[src/rtl/counter_mod_param.sv]
// Parametrised modulo counter with prescaler, up/down, clear, clamped load and
// registered terminal-count / step pulses. Used for elevator timers and floor index.
module counter_mod_param #(
  parameter int WIDTH    = 16,
  parameter int MAX      = 65535,
  parameter int PRESCALE = 1
) (
  input  logic             clk,
  input  logic             rst,
  input  logic             en,
  input  logic             clr,
  input  logic             load,
  input  logic [WIDTH-1:0] load_val,
  input  logic             dir,
  output logic [WIDTH-1:0] out,
  output logic             tc,
  output logic             step
);

  localparam int              PW       = (PRESCALE > 1) ? $clog2(PRESCALE) : 1;
  localparam logic [WIDTH-1:0] MAX_V   = WIDTH'(MAX);
  localparam logic [PW-1:0]   PRE_LAST = PW'(PRESCALE - 1);

  logic [WIDTH-1:0] out_reg, out_next;
  logic [PW-1:0]    pre_reg, pre_next;
  logic             tc_reg, tc_next;
  logic             step_reg, step_next;

  always_comb begin
    out_next  = out_reg;
    pre_next  = pre_reg;
    tc_next   = 1'b0;
    step_next = 1'b0;
    if (clr) begin
      out_next = '0;
      pre_next = '0;
    end else if (load) begin
      out_next = (load_val > MAX_V) ? MAX_V : load_val;
      pre_next = '0;
    end else if (en) begin
      if (pre_reg != PRE_LAST) begin
        pre_next = pre_reg + PW'(1);
      end else begin
        pre_next  = '0;
        step_next = 1'b1;
        if (dir) begin
          // >= also recovers an out-of-range value by wrapping to zero
          if (out_reg >= MAX_V) begin
            out_next = '0;
            tc_next  = 1'b1;
          end else begin
            out_next = out_reg + WIDTH'(1);
          end
        end else begin
          if (out_reg == '0) begin
            out_next = MAX_V;
            tc_next  = 1'b1;
          end else begin
            out_next = out_reg - WIDTH'(1);
          end
        end
      end
    end
  end

  always_ff @(posedge clk or posedge rst) begin
    if (rst) begin
      out_reg  <= '0;
      pre_reg  <= '0;
      tc_reg   <= 1'b0;
      step_reg <= 1'b0;
    end else begin
      out_reg  <= out_next;
      pre_reg  <= pre_next;
      tc_reg   <= tc_next;
      step_reg <= step_next;
    end
  end

  assign out  = out_reg;
  assign tc   = tc_reg;
  assign step = step_reg;

endmodule

[config.mk]
export PLATFORM = sky130hd
export DESIGN_NAME = counter_mod_param
export DESIGN_NICKNAME = d
export VERILOG_FILES = /design/src/rtl/counter_mod_param.sv
export SDC_FILE = /design/constraint.sdc
export NUM_CORES = 1
export LEC_CHECK = 0
export ABC_AREA = 1
export BUFFER_PORTS_ARGS = -buffer_cell sky130_fd_sc_hd__clkbuf_2
export CAP_MARGIN = 20
export CORE_UTILIZATION = 60
export DETAILED_ROUTE_END_ITERATION = 6
export GPL_ROUTABILITY_DRIVEN = 0
export PLACE_DENSITY_LB_ADDON = 0.25
export RECOVER_POWER = 50
export SYNTH_ARGS = -nofsm -noshare
export SYNTH_HDL_FRONTEND = slang
export SYNTH_SLANG_ARGS = --single-unit
[constraint.sdc]
create_clock -name clk -period 4 [get_ports clk]
set_input_delay 0.4 -clock clk [delete_from_list [all_inputs] [get_ports clk]]
set_output_delay 0.4 -clock clk [all_outputs]
set_load 0.05 [all_outputs]
==> summary.txt, run 1 <==
Finish
  – Multi-input logic area: 0.00127 mm²
  – Syn-to-layout area delta: 10.4%
  – Ant diodes: 0
  – FF/Latch Area: 450 µm²
  – Layout cells sized above 1: 0.159
  – Final nets: 396
  – Max FFs per register: 16
  – Layout fillers: 315

Power
  – Sw Ratio: 0.462
  – Design Power: 614 µW
  – PD cells: 282 mW/mm²
  – Net load switching power: 283 µW
  – Clock Power Share: 0.197
  – Reg power frac: 0.375
  – VDD IR-drop max: 0.144 mV
  – Combinational Power Share: 0.428
  – Leak pwr: 1.17 nW
  – Int Power: 330 µW

Global route
  – GRT Residual Overflow: 0
  – Largest net degree at the start of global routing: 19
  – Tot GR Track Use: 0.314
  – Vias in the first global route: 1885
  – First-pass GRT wire length: 8.34 mm
  – Initial antenna violation count: 0

STA
  – Final count of negative-setup-slack endpoints: 0
  – Fin crit share: 0.454
  – Final Skew: 0.00325 ns
  – Clock period minus worst slack: 1.82 ns
  – Setup TNS: 0 ns
  – Fmax: 550 MHz
  – RSZ-0062 raised after global routing: no
  – Hold Slack: 0.180 ns
  – Final Hold Viols: 0
  – Setup WS post-layout: 2.18 ns
  – Actual slew at the worst max-slew pin: 0.727 ns
  – Max Slew Vio Count: 0
  – Rel. slew slack: 0.515

Outcome
  – Status: finished clean

Setup path
  – Startpoint Class: register
  – R2R Path Start: out[0]
  – Worst EP arrival: 2.02 ns
  – Required time of the critical path: 4.20 ns
  – WS Path Type: register to register
  – Worst reg2reg setup slack: 2.18 ns
  – Critical path endpoint category: register
  – Critical Path Fanout Max: 7
  – Crit path launch: out[0]

Flow run
  – MaxCap Viol Count: 0

Detailed routing
  – DR vias: 2186
  – Routed Antenna Nets: 0
  – Via density: 5.28
  – TritonRoute pass-1 iters: 4
  – WL per Instance: 12.4 µm
  – Drt initial violations: 157
  – Drt drc: 0
  – Final wirelength: 5.12 mm

Logic synthesis
  – Count of cell types in the netlist: 29
  – Post-Synth Simple-Gate Area: 0.482
  – Post-synthesis mux area share: 0
  – XOR/XNOR Fraction of Synth Area: 0.0489
  – Most used DFF post-synth: dfrtp_1
  – Area share of the largest cell type after synthesis: 0.248
  – Number of enable flip-flop cells after synthesis: 0
  – Post-synth top area cell: nand2_1
  – Post-Synth Adder-Cell Area: 0.0191
  – Yosys reg bits: 18
  – Largest family of logic cells by synthesized area: simple AND/OR/NAND/NOR gates
  – Syn Inst Count: 340
  – Yosys Warn Count: 0
  – Post-synth top cells: nand2_1 (130), inv_1 (41), nand3_1 (29)
  – Synth top area cells: nand2_1 (25%), dfrtp_1 (23%), inv_1 (7.8%), nand3_1 (7.4%), o21ai_0 (6.9%)
  – Mean post-synth cell area: 5.79 µm²
  – Most frequent cell after synthesis: nand2_1
  – Synth Cell Area: 0.00197 mm²
  – Seq/Total Area, Yosys: 0.229
  – Async S/R FF share, synth: 1.00
  – Post-Syn Nets: 365
  – Compound-Gate Fraction of Synth Area: 0.0972

Clocking
  – Clock root cell: clkbuf_4
  – Clock tree buffer depth: 2
  – Setup bufs post-CTS: 0
  – CTS H-tree lvls: 1
  – CTS tree: done
  – Clk pin slew, worst setup/hold paths: 0.12 ns
  – Clk sinks: 18
  – Post_cts resized: 0
  – Hold-fix buffers, CTS: 0
  – Clk_lat worst skew: 0.30 ns
  – TritonCTS Buffers: 3

Floorplanning
  – Die W: 59.3 µm
  – Cell Rows: 20
  – Die span in y: 59.3 µm
  – Die ar.: 0.00352 mm²
  – Core ar.: 0.00308 mm²
  – Initial core utilization: 0.640
  – Number of placed I/O pins: 40

Place
  – Dpl ws: 2.22 ns
  – Dpl hpwl: 3.77 mm
  – PortBufs: 39

Min path
  – Hold/Removal Path Class: primary input to asynchronous set/reset pin
-- cells by family after synthesis --
family,count (synthesis)
fa+ha+maj,3
compound gates,37
xor+xnor,11
flops,18
simple gates,212
buf+inv,59
-- stage by stage --
stage | cells | util | area [µm²]
3_5_place_dp | 410 | 0.698 | 2150
2_1_floorplan | 340 | - | 1970
3_3_place_gp | 410 | 0.698 | 2150
4_1_cts | 414 | 0.710 | 2190
5_1_grt | 414 | 0.707 | 2170
6_report | 414 | 0.707 | 2170
-- placed cells by master, fill, tap and decap left out, drive strengths merged --
| cell type | count |
|---|---|
| a31oi | 1 |
| clkbuf | 43 |
| nor3 | 2 |
| xnor2 | 1 |
| ha | 3 |
| nand3 | 32 |
| inv | 44 |
| xor2 | 10 |
| nand2 | 134 |
| o21ai | 32 |
| clkinv | 2 |
| nor2 | 41 |
| or2 | 1 |
| a21oi | 2 |
| dfrtp | 18 |
| nand3b | 1 |
| o21bai | 2 |
| nand4 | 1 |
-- cell type report --
cell class	count	area share
sequential	18	0.207
multi-input combinational	263	0.586
tap	44	0.0253
inverter	46	0.0806
clock buffer	4	0.0167
timing repair buffer	39	0.0846
-- power by group through the flow --
stage          clock, mW  sequential (mW)  combinational, mW
2_1_floorplan          0            0.265              0.172
3_3_place_gp           0            0.232              0.255
3_5_place_dp           0            0.233              0.261
4_1_cts            0.123            0.229              0.262
5_1_grt            0.128            0.233              0.291
6_report           0.121            0.230              0.263
-- metal layers --
| metal | GRT usage | vias up | routed length (µm) | part of all wire |
|---|---|---|---|---|
| met5 | 0 | - | 0 | 0 |
| met4 | 0.102 | 0 | 80 | 0.016 |
| met3 | 0.0240 | 13 | 419 | 0.082 |
| met2 | 0.518 | 93 | 2330 | 0.45 |
| met1 | 0.433 | 970 | 2290 | 0.45 |
| li1 | - | 1110 | - | - |
-- critical path, stage by stage (launching register included) --
cell and delay, ns:
dfrtp_1 0.47, inv_1 0.16, ha_1 0.19, inv_1 0.08, nor3_1 0.32, xor2_1 0.10
o21ai_0 0.17, nand2_1 0.07, nand2_1 0.06, o21ai_0 0.07
-- worst paths after layout --
check / to / cells past startpoint
min reg2reg: out[15] / 2
min in group clk: out[7] / 5
max: out[4] / 9
max reg2reg: out[4] / 9
min: out[8] / 2
max in group asynchronous: out[13] / 2
Power figures use the tool's default switching activity.
==> run 2: changes to the inputs <==
CORE_UTILIZATION = 56   (was 60)
clock period = 1.8 ns   (was 4 ns; I/O delays follow)
==> run 2 against run 1 <==
Compared with the run above: final cell count up 4.1%; non-clock buffer count up 15; clock skew up 0.0086 ns; via count up 1.3%; power up 130%; clock-buffer cell count unchanged; core utilization down 2.2 points; global-route usage up 0.70 points.
==> summary.txt, run 2 (synthesized netlist as in run 1, its figures left out) <==
Clocking
  – Clk pin slew, worst setup/hold paths: 0.13 ns (about the same)
  – Clk_lat worst skew: 0.31 ns (about the same)
  – TritonCTS Buffers: 3 (unchanged)
  – CTS H-tree lvls: 1 (unchanged)
  – Clock root cell: clkbuf_4
  – CTS tree: done
  – Clk sinks: 18 (unchanged)
  – Clock tree buffer depth: 2 (unchanged)

Detailed routing
  – Max layer used: met4
  – TritonRoute pass-1 iters: 4 (unchanged)
  – Via density: 5.14 (-2.7%)
  – Final wirelength: 5.38 mm (+5.1%)
  – Routed Antenna Nets: 0 (unchanged)
  – Drt initial violations: 131 (-17%)
  – Metal3 WL: 264 µm (-37%)
  – Routed wl met2: 2.51 mm (+7.7%)
  – DR vias: 2215 (+1.3%)
  – WL per Instance: 12.5 µm (+0.99%)
  – WL met1: 2.51 mm (+9.4%)
  – Drt drc: 0 (unchanged)

Setup path
  – Cell family with most CP delay: simple AND/OR/NAND/NOR gates
  – Required time of the critical path: 2.05 ns (-2.15 ns)
  – Worst EP arrival: 1.90 ns (-0.12 ns)
  – CP most frequent cell: nand2_1
  – CP max stage delay: 0.46 ns (about the same)
  – Crit path buf inv count: 2 (unchanged)
  – CP Cell Sequence: inv_1 -> ha_1 -> nand3_1 -> nor2_2 -> nand2_2 -> nand2_4 -> inv_4 -> nand3_1 -> nand2_1 -> nand2_1 -> nand2_1 -> nand2_1
  – Critical path endpoint category: register
  – WS Path Type: register to register
  – Critical Path Fanout Max: 10 (+3)
  – Startpoint Class: register
  – Slowest CP cell: dfrtp_2

Finish
  – Final nets: 411 (+3.8%)
  – Layout cells sized above 1: 0.205 (+0.0457)
  – Layout fillers: 347 (+10%)
  – Max FFs per register: 16 (unchanged)
  – Syn-to-layout area delta: 17.0%
  – Commonest cells after routing, fill and taps aside: nand2_1 (130), inv_1 (41), clkbuf_2 (31)
  – Ant diodes: 0 (unchanged)
  – Commonest non-fill, non-tap cell in the layout: nand2_1

Power
  – Design Power: 1.42 mW (+130%)
  – Clock Power Share: 0.196 (about the same)
  – Reg power frac: 0.348 (-0.027)
  – Leak pwr: 1.25 nW (+6.4%)
  – VDD IR-drop max: 0.453 mV (+210%)
  – Net load switching power: 650 µW (+130%)
  – Int Power: 767 µW (+130%)
  – Combinational Power Share: 0.456 (+0.028)
  – PD cells: 615 mW/mm² (+120%)
  – Sw Ratio: 0.459 (-0.00314)

Place
  – PortBufs: 39 (unchanged)
  – Dpl hpwl: 4.08 mm (+8.2%)
  – Dpl ws: 0.114 ns (-2.11 ns)

STA
  – Final Skew: 0.0119 ns (+0.00860 ns)
  – Final count of negative-setup-slack endpoints: 0 (unchanged)
  – Actual slew at the worst max-slew pin: 0.749 ns (+0.0220 ns)
  – Rel. slew slack: 0.500 (-0.0147)
  – Clock period minus worst slack: 1.66 ns (-0.162 ns)
  – Final Hold Viols: 0 (unchanged)
  – Fmax: 604 MHz (+9.8%)
  – Max Slew Vio Count: 0 (unchanged)
  – Setup WS post-layout: 0.145 ns (-2.04 ns)
  – Fin crit share: 0.920 (+0.465)
  – Setup TNS: 0 ns (unchanged)

Floorplanning
  – Die W: 61.3 µm (+3.4%)
  – Die span in y: 61.3 µm (+3.4%)
  – Initial core utilization: 0.586 (-0.0543)
  – Number of placed I/O pins: 40 (unchanged)
  – Die ar.: 0.00376 mm² (+6.9%)
  – Core ar.: 0.00336 mm² (+9.3%)
  – Cell Rows: 21 (+5.0%)

Global route
  – Vias in the first global route: 1932 (+2.5%)
  – Initial antenna violation count: 0 (unchanged)
  – First-pass GRT wire length: 8.86 mm (+6.2%)
  – Largest net degree at the start of global routing: 19 (unchanged)
  – Tot GR Track Use: 0.321 (+0.00704)
  – GRT Residual Overflow: 0 (unchanged)

Flow run
  – MaxCap Viol Count: 0 (unchanged)

Outcome
  – Status: finished clean

Min path
  – Hold/Removal Path Class: primary input to register
==> run 2: cell type report <==
cell class                 count  area (µm²)  share of cell area
clock buffer                   4        36.3              0.0158
inverter                      46         175              0.0760
multi-input combinational    263        1280               0.555
sequential                    18         455               0.198
tap                           46        57.6              0.0250
timing repair buffer          54         300               0.130
==> run 2: routing by layer <==
metal,vias to the layer above,GRT usage
met4,0,0.107
li1,1135,-
met5,-,0
met2,63,0.511
met3,12,0.0378
met1,1005,0.451
==> run 2: worst min-delay path, stage by stage <==
cell	delay, ns
clkbuf_2	0.08
inv_1	0.04
o21ai_1	0.06
nand2_1	0.06
nand2_1	0.04
==> run 2: metrics by stage <==
| stage | area [µm²] | utilization | cells | hold WS [ns] |
|---|---|---|---|---|
| 6_report | 2300 | 0.685 | 431 | 0.170 |
| 4_1_cts | 2280 | 0.679 | 428 | 0.173 |
| 3_5_place_dp | 2240 | 0.665 | 423 | 0.333 |
| 2_1_floorplan | 1970 | - | 340 | 0.118 |
| 3_3_place_gp | 2240 | 0.665 | 423 | 0.323 |
| 5_1_grt | 2300 | 0.685 | 431 | 0.185 |
==> run 2: worst paths after layout <==
| path | startpoint | to | slack [ns] | cells after the start |
|---|---|---|---|---|
| max reg2reg | out[0] | out[12] | 0.14 | 12 |
| min | load_val[7] | out[7] | 0.17 | 5 |
| min reg2reg | out[15] | out[15] | 0.58 | 2 |
| max | out[0] | out[12] | 0.14 | 12 |
| max in group asynchronous | rst | out[2] | 0.73 | 3 |
| min in group asynchronous | rst | out[14] | 0.55 | 3 |
==> run 2: power groups by stage <==
stage	clock network [mW]	logic [mW]	registers, mW
global route	0.298	0.721	0.500
finish	0.277	0.646	0.494
global placement	0	0.615	0.499
CTS	0.276	0.629	0.493
floorplan	0	0.383	0.589
detailed placement	0	0.625	0.501
==> run 2: timing repair <==
item / CTS / global route
endpoints found under the hold margin: 10 / 0
setup buffers: 0 / 3
gates resized for setup: 0 / 3
hold buffers: 1 / 0
endpoints found under the setup margin: 0 / 10
